==> src/rtl/leitor_dht11.sv <==
// Single-wire DHT11-class reader: start pulse, response/bit timing, checksum check, fixed-point outputs.
// Latency: results and pronto appear the cycle after the checksum cycle; the line input adds 2 sync cycles.
// Backpressure: none; medir while busy is dropped, not queued.
module leitor_dht11 #(
    parameter int CLK_FREQ_HZ  = 50000000,
    parameter int START_LOW_US = 18000,
    parameter int TIMEOUT_US   = 200,
    parameter int THRESH_US    = 50
) (
    input  logic        clock,
    input  logic        reset,
    input  logic        medir,
    input  logic        dht_in,
    output logic        dht_oe,
    output logic [15:0] umidade,
    output logic [15:0] temperatura,
    output logic        pronto,
    output logic        erro,
    output logic        ocupado
);
    localparam int DIV  = CLK_FREQ_HZ / 1000000;
    localparam int DIVW = (DIV > 1) ? $clog2(DIV) : 1;
    localparam int PMAX = (START_LOW_US > TIMEOUT_US) ? START_LOW_US : TIMEOUT_US;
    localparam int PW   = $clog2(PMAX + 1) + 1;

    typedef enum logic [2:0] {
        OCIOSO, INICIO, LIBERA, RESP_BAIXO, RESP_ALTO, BIT_BAIXO, BIT_ALTO, CHECA
    } estado_t;

    estado_t         estado_q, estado_d;
    logic [2:0]      sinc_q;
    logic [DIVW-1:0] div_q;
    logic [PW-1:0]   fase_q, fase_d;
    logic [5:0]      idx_q, idx_d;
    logic [39:0]     quadro_q, quadro_d;
    logic [15:0]     umid_q, umid_d, temp_q, temp_d;
    logic            pronto_q, pronto_d, erro_q, erro_d;

    logic tick, sobe, desce, fim_inicio, estouro, bit_val;
    logic [7:0] soma;

    // sinc_q[1] is the synchronised line, sinc_q[2] its previous value for edge detection
    assign sobe       = sinc_q[1] & ~sinc_q[2];
    assign desce      = ~sinc_q[1] & sinc_q[2];
    assign tick       = (div_q == DIVW'(DIV - 1));
    // Counting ticks: the phase count reaches N on the tick that would make it N
    assign fim_inicio = tick && (fase_q == PW'(START_LOW_US - 1));
    assign estouro    = tick && (fase_q == PW'(TIMEOUT_US - 1));
    assign bit_val    = (fase_q > PW'(THRESH_US));
    assign soma       = quadro_q[39:32] + quadro_q[31:24] + quadro_q[23:16] + quadro_q[15:8];

    assign dht_oe      = (estado_q == INICIO);
    assign ocupado     = (estado_q != OCIOSO);
    assign umidade     = umid_q;
    assign temperatura = temp_q;
    assign pronto      = pronto_q;
    assign erro        = erro_q;

    // Next-state logic: edge-driven phases with a common timeout, checksum check in CHECA
    always_comb begin
        estado_d = estado_q;
        idx_d    = idx_q;
        quadro_d = quadro_q;
        umid_d   = umid_q;
        temp_d   = temp_q;
        pronto_d = 1'b0;
        erro_d   = erro_q;
        case (estado_q)
            OCIOSO: begin
                if (medir) begin
                    estado_d = INICIO;
                    erro_d   = 1'b0;
                end
            end
            INICIO: begin
                if (fim_inicio) estado_d = LIBERA;
            end
            LIBERA, RESP_BAIXO, RESP_ALTO, BIT_BAIXO, BIT_ALTO: begin
                if (estouro) begin
                    erro_d   = 1'b1;
                    estado_d = OCIOSO;
                end else begin
                    case (estado_q)
                        LIBERA:     if (desce) estado_d = RESP_BAIXO;
                        RESP_BAIXO: if (sobe)  estado_d = RESP_ALTO;
                        RESP_ALTO: begin
                            if (desce) begin
                                estado_d = BIT_BAIXO;
                                idx_d    = 6'd0;
                            end
                        end
                        BIT_BAIXO:  if (sobe)  estado_d = BIT_ALTO;
                        default: begin
                            if (desce) begin
                                quadro_d = {quadro_q[38:0], bit_val};
                                if (idx_q == 6'd39) begin
                                    estado_d = CHECA;
                                end else begin
                                    idx_d    = idx_q + 6'd1;
                                    estado_d = BIT_BAIXO;
                                end
                            end
                        end
                    endcase
                end
            end
            CHECA: begin
                if (soma == quadro_q[7:0]) begin
                    umid_d   = quadro_q[39:24];
                    temp_d   = quadro_q[23:8];
                    pronto_d = 1'b1;
                end else begin
                    erro_d = 1'b1;
                end
                estado_d = OCIOSO;
            end
            default: estado_d = OCIOSO;
        endcase
    end

    // Phase counter restarts on every state change and is held at zero while idle
    always_comb begin
        fase_d = fase_q;
        if ((estado_d != estado_q) || (estado_q == OCIOSO)) begin
            fase_d = '0;
        end else if (tick) begin
            fase_d = fase_q + PW'(1);
        end
    end

    // State, timebase, synchroniser and result registers
    always_ff @(posedge clock or negedge reset) begin
        if (!reset) begin
            estado_q <= OCIOSO;
            sinc_q   <= '0;
            div_q    <= '0;
            fase_q   <= '0;
            idx_q    <= '0;
            quadro_q <= '0;
            umid_q   <= '0;
            temp_q   <= '0;
            pronto_q <= 1'b0;
            erro_q   <= 1'b0;
        end else begin
            estado_q <= estado_d;
            sinc_q   <= {sinc_q[1:0], dht_in};
            div_q    <= tick ? '0 : div_q + DIVW'(1);
            fase_q   <= fase_d;
            idx_q    <= idx_d;
            quadro_q <= quadro_d;
            umid_q   <= umid_d;
            temp_q   <= temp_d;
            pronto_q <= pronto_d;
            erro_q   <= erro_d;
        end
    end
endmodule

==> config.mk <==
export PLATFORM = sky130hd
export DESIGN_NAME = leitor_dht11
export DESIGN_NICKNAME = d
export VERILOG_FILES = /design/src/rtl/leitor_dht11.sv
export SDC_FILE = /design/constraint.sdc
export NUM_CORES = 1
export LEC_CHECK = 0
export ABC_AREA = 1
export BUFFER_PORTS_ARGS = -buffer_cell sky130_fd_sc_hd__buf_4
export CORE_AREA = 5 5 200 105
export DETAILED_ROUTE_END_ITERATION = 8
export DIE_AREA = 0 0 205 110
export SLEW_MARGIN = 15
export SYNTH_ARGS = -nofsm -noshare
export SYNTH_HDL_FRONTEND = slang
export SYNTH_SLANG_ARGS = --single-unit
export TNS_END_PERCENT = 100
==> constraint.sdc <==
create_clock -name clock -period 4.2 [get_ports clock]
set_input_delay 0.21 -clock clock [delete_from_list [all_inputs] [get_ports clock]]
set_output_delay 0.21 -clock clock [all_outputs]
set_load 0.01 [all_outputs]
==> results_dict.tcl <==
set metrics [dict create \
    place_inst 949 \
    cp_max_fo 41 \
    synthFlopType "dfrtp_1" \
    cts_hold_buf 2 \
    synth_area_leaders "dfrtp_1 (48%), nand2_1 (11%), inv_1 (5.5%), fa_1 (5.0%), o21ai_1 (3.5%)" \
    clock_sink_count 108 \
    avgSynthCellArea_um2 8.548 \
    synth_nets 690 \
    drv_cap 0 \
    ctsRootBufferMaster "clkbuf_16" \
    tns_ps 0 \
    synth_edf_count 0 \
    numCtsBuffers 9 \
    ios 40 \
    cpPeakStageDelay_ps 540 \
    start_util_pct 29.61 \
    top_usage_layer "met1" \
    ant_nets 0 \
    first_pass_iters 5 \
    drive_above_1_share_pct 11.71 \
    hold_path.class "in2reg" \
    drtIter0Drc 368 \
    yosysMostFrequentCell "nand2_1" \
    grt_usage_pct 12.52 \
    htreeDepth 3 \
    rows 36 \
    rsz0062_at_grt "false" \
    worstPathRequired_ps 4470 \
    clk_pin_slew_ps 70 \
    cts.path.max_buffers 2 \
    reg2reg_depth 18 \
    p_per_area_nw_per_um2 291.1 \
    wire_per_inst_um 13.99 \
    p_leak_nw 3.108 \
    num_vias 4186 \
    worst_slack_ps 644.8 \
    syn2layout_area_growth_pct 15.06 \
    tightest_slew_ps 885.4 \
    synthTopCellsByCount "nand2_1 (163), dfrtp_1 (108), inv_1 (83)" \
    cp_num_cells 18 \
    synth-async-reset-ratio_pct 100.0 \
    start_kind "register" \
    cts-resized-gates 0 \
    ys_ff_latch 108 \
    r2r_start "quadro_q[9]" \
    synth_top_area_share_pct 47.90 \
    core-area_um2 19050 \
    grt_overflow 0 \
    ir_worst_vdd_mv 0.2011 \
    clock_skew_ps 7.694 \
    grt.met2_usage_pct 13.56 \
    via_per_inst 4.333 \
    yosys.cell_types.count 36 \
    cpMaxStageDelayCell "fa_1" \
    tritoncts "done" \
    path_cells "fa_1, inv_1, fa_1, inv_1, ha_1, fa_1, nand3_1, nand2_1, nand2_1, nand2_1, a21oi_1, inv_1, nand3_1, nand2_1, nand2_2, buf_4, nand2_1, o21ai_1" \
    rrSetupSlack_ps 640 \
    grt_util_met3_pct 3.975 \
    dpl.hpwl_um 10400 \
    syn_area_um2 5642 \
    num_antenna_cells 0 \
    setup_viol 0 \
    die_x_um 205 \
    yosysWarnings 0 \
    period_minus_slack_ps 3555 \
    yosysSeqAreaShare_pct 47.90 \
    fmax_ghz 0.2813 \
    pre_cts_ws_ps 644.4 \
    path_class "reg2reg" \
    gp_congestion 0.8768 \
    hold_violations 0 \
    io_buffers 39 \
    dieArea_um2 22550 \
    drv_slew 0 \
    critPathBufInv 4 \
    yosys.area.top_type "dfrtp_1" \
    critPathTopFamily "adder cells" \
    synth_cells 660 \
    grt_max_degree 51 \
    startpoint "quadro_q[9]" \
    fp.dieH_um 110 \
    status "complete, no violations" \
    arrival_ps 3820 \
    final_nets 726 \
    drc 0 \
    slew_headroom_pct 40.78 \
    fillerInstances 1968 \
    wirelength_um 13520 \
    insertion_delay_ps 350 \
    r2r_end "umidade[13]" \
    post-cts-setup-buffers 0 \
    worst_setup_path_end_kind "register" \
    min_period_over_period_pct 84.65 \
    crit_end "umidade[13]" \
    met1_usage_pct 21.94 \
    grt_pass1_wl_um 21810 \
    crit_path_frequent_cell "nand2_1" \
    grt_pass1_vias 3783 \
    antenna_found_initial 0 \
    layout.cells.non_filler 966 \
]
-- layout by cell type (no fill, tap or decap), types with 2 or more instances in the layout --
master	netlist	routed
xnor2_1	9	9
nand2_1	163	162
clkbuf_8	0	2
a21oi_1	5	5
o21ai_1	40	40
o31ai_1	3	3
buf_4	6	44
inv_2	6	6
xor2_1	20	20
dlygate4sd3_1	0	2
fa_1	14	14
dfrtp_1	108	108
nor3_1	7	7
clkbuf_16	0	9
nand4_1	19	19
ha_1	12	12
nand3_2	3	3
or2_1	2	2
inv_1	83	83
nor2_1	51	50
nand2_2	3	4
nor2_2	3	4
o21ai_0	37	37
nand3_1	36	36
nor2_4	3	3
-- worst register-to-register path, cell delays in order, from the launching register on --
cell and delay (ps):
dfrtp_1 420, fa_1 540, inv_1 50, fa_1 490
inv_1 40, ha_1 240, fa_1 410, nand3_1 140
nand2_1 80, nand2_1 70, nand2_1 50, a21oi_1 160
inv_1 60, nand3_1 60, nand2_1 60, nand2_2 60
buf_4 340, nand2_1 110, o21ai_1 100
-- registers in the layout (all words and copies together), names as in the netlist --
name / flops
div_q: 6
erro: 1
estado_q: 3
fase_q: 16
idx_q: 6
pronto: 1
quadro_q: 40
sinc_q: 3
temperatura: 16
umidade: 16
-- per-layer routing --
layer / routed length, µm / share of wire (%)
met5: 0 / 0
met4: 66 / 0.49
met3: 971 / 7.2
met2: 4429 / 33
met1: 8052 / 60
-- report_power, final --
part	switching [mW]	internal (mW)	leakage, nW
registers	0.00108	1.04	1.48
clock network	0.384	0.434	0.135
logic	0.0245	0.00528	1.49
total	0.410	1.48	3.11
-- worst min-delay path by stage --
| stage | from | end | slack [ps] | depth (start not counted) |
|---|---|---|---|---|
| floorplan | reset | div_q[0] | -90 | 0 |
| global placement | reset | idx_q[2] | 100 | 1 |
| detailed placement | reset | idx_q[2] | 100 | 1 |
| CTS | medir | estado_q[0] | 200 | 4 |
| global route | medir | estado_q[0] | 230 | 4 |
| finish | medir | estado_q[0] | 220 | 4 |
-- kinds of logic (layout without fill, tap and decap cells) --
logic type,Yosys count,in the layout,share of synthesized area [%]
xor gates and xnor gates,29,29,4.502
buffers and inverters,112,152,8.516
AOI/OAI and AO/OA,90,90,8.361
DFF,108,108,47.90
adders and majority gates,26,26,7.629
and+or+nand+nor,295,295,23.09
-- layout make-up --
type                       instances  area [µm²]  share of cell area, %
clock buffer                      12       256.5                  3.951
clock inverter                     3       21.27                 0.3277
inverter                          90       337.8                  5.204
multi-input combinational        440        2470                  38.05
sequential                       108        2703                  41.63
tap                              266       332.8                  5.127
timing repair buffer              47       370.4                  5.705
-- per-stage QoR --
stage,hold slack (ps),total power [mW],util (%),area [µm²]
final,219.7,1.889,34.07,6491
after global routing,232.9,1.960,34.07,6491
after CTS,202.5,1.921,34.07,6491
after detailed placement,104.0,1.093,32.51,6193
after global placement,104.3,1.092,32.51,6193
after floorplan,-85.59,1.065,-,5642
Note: power is estimated with default switching activity, not from simulation.
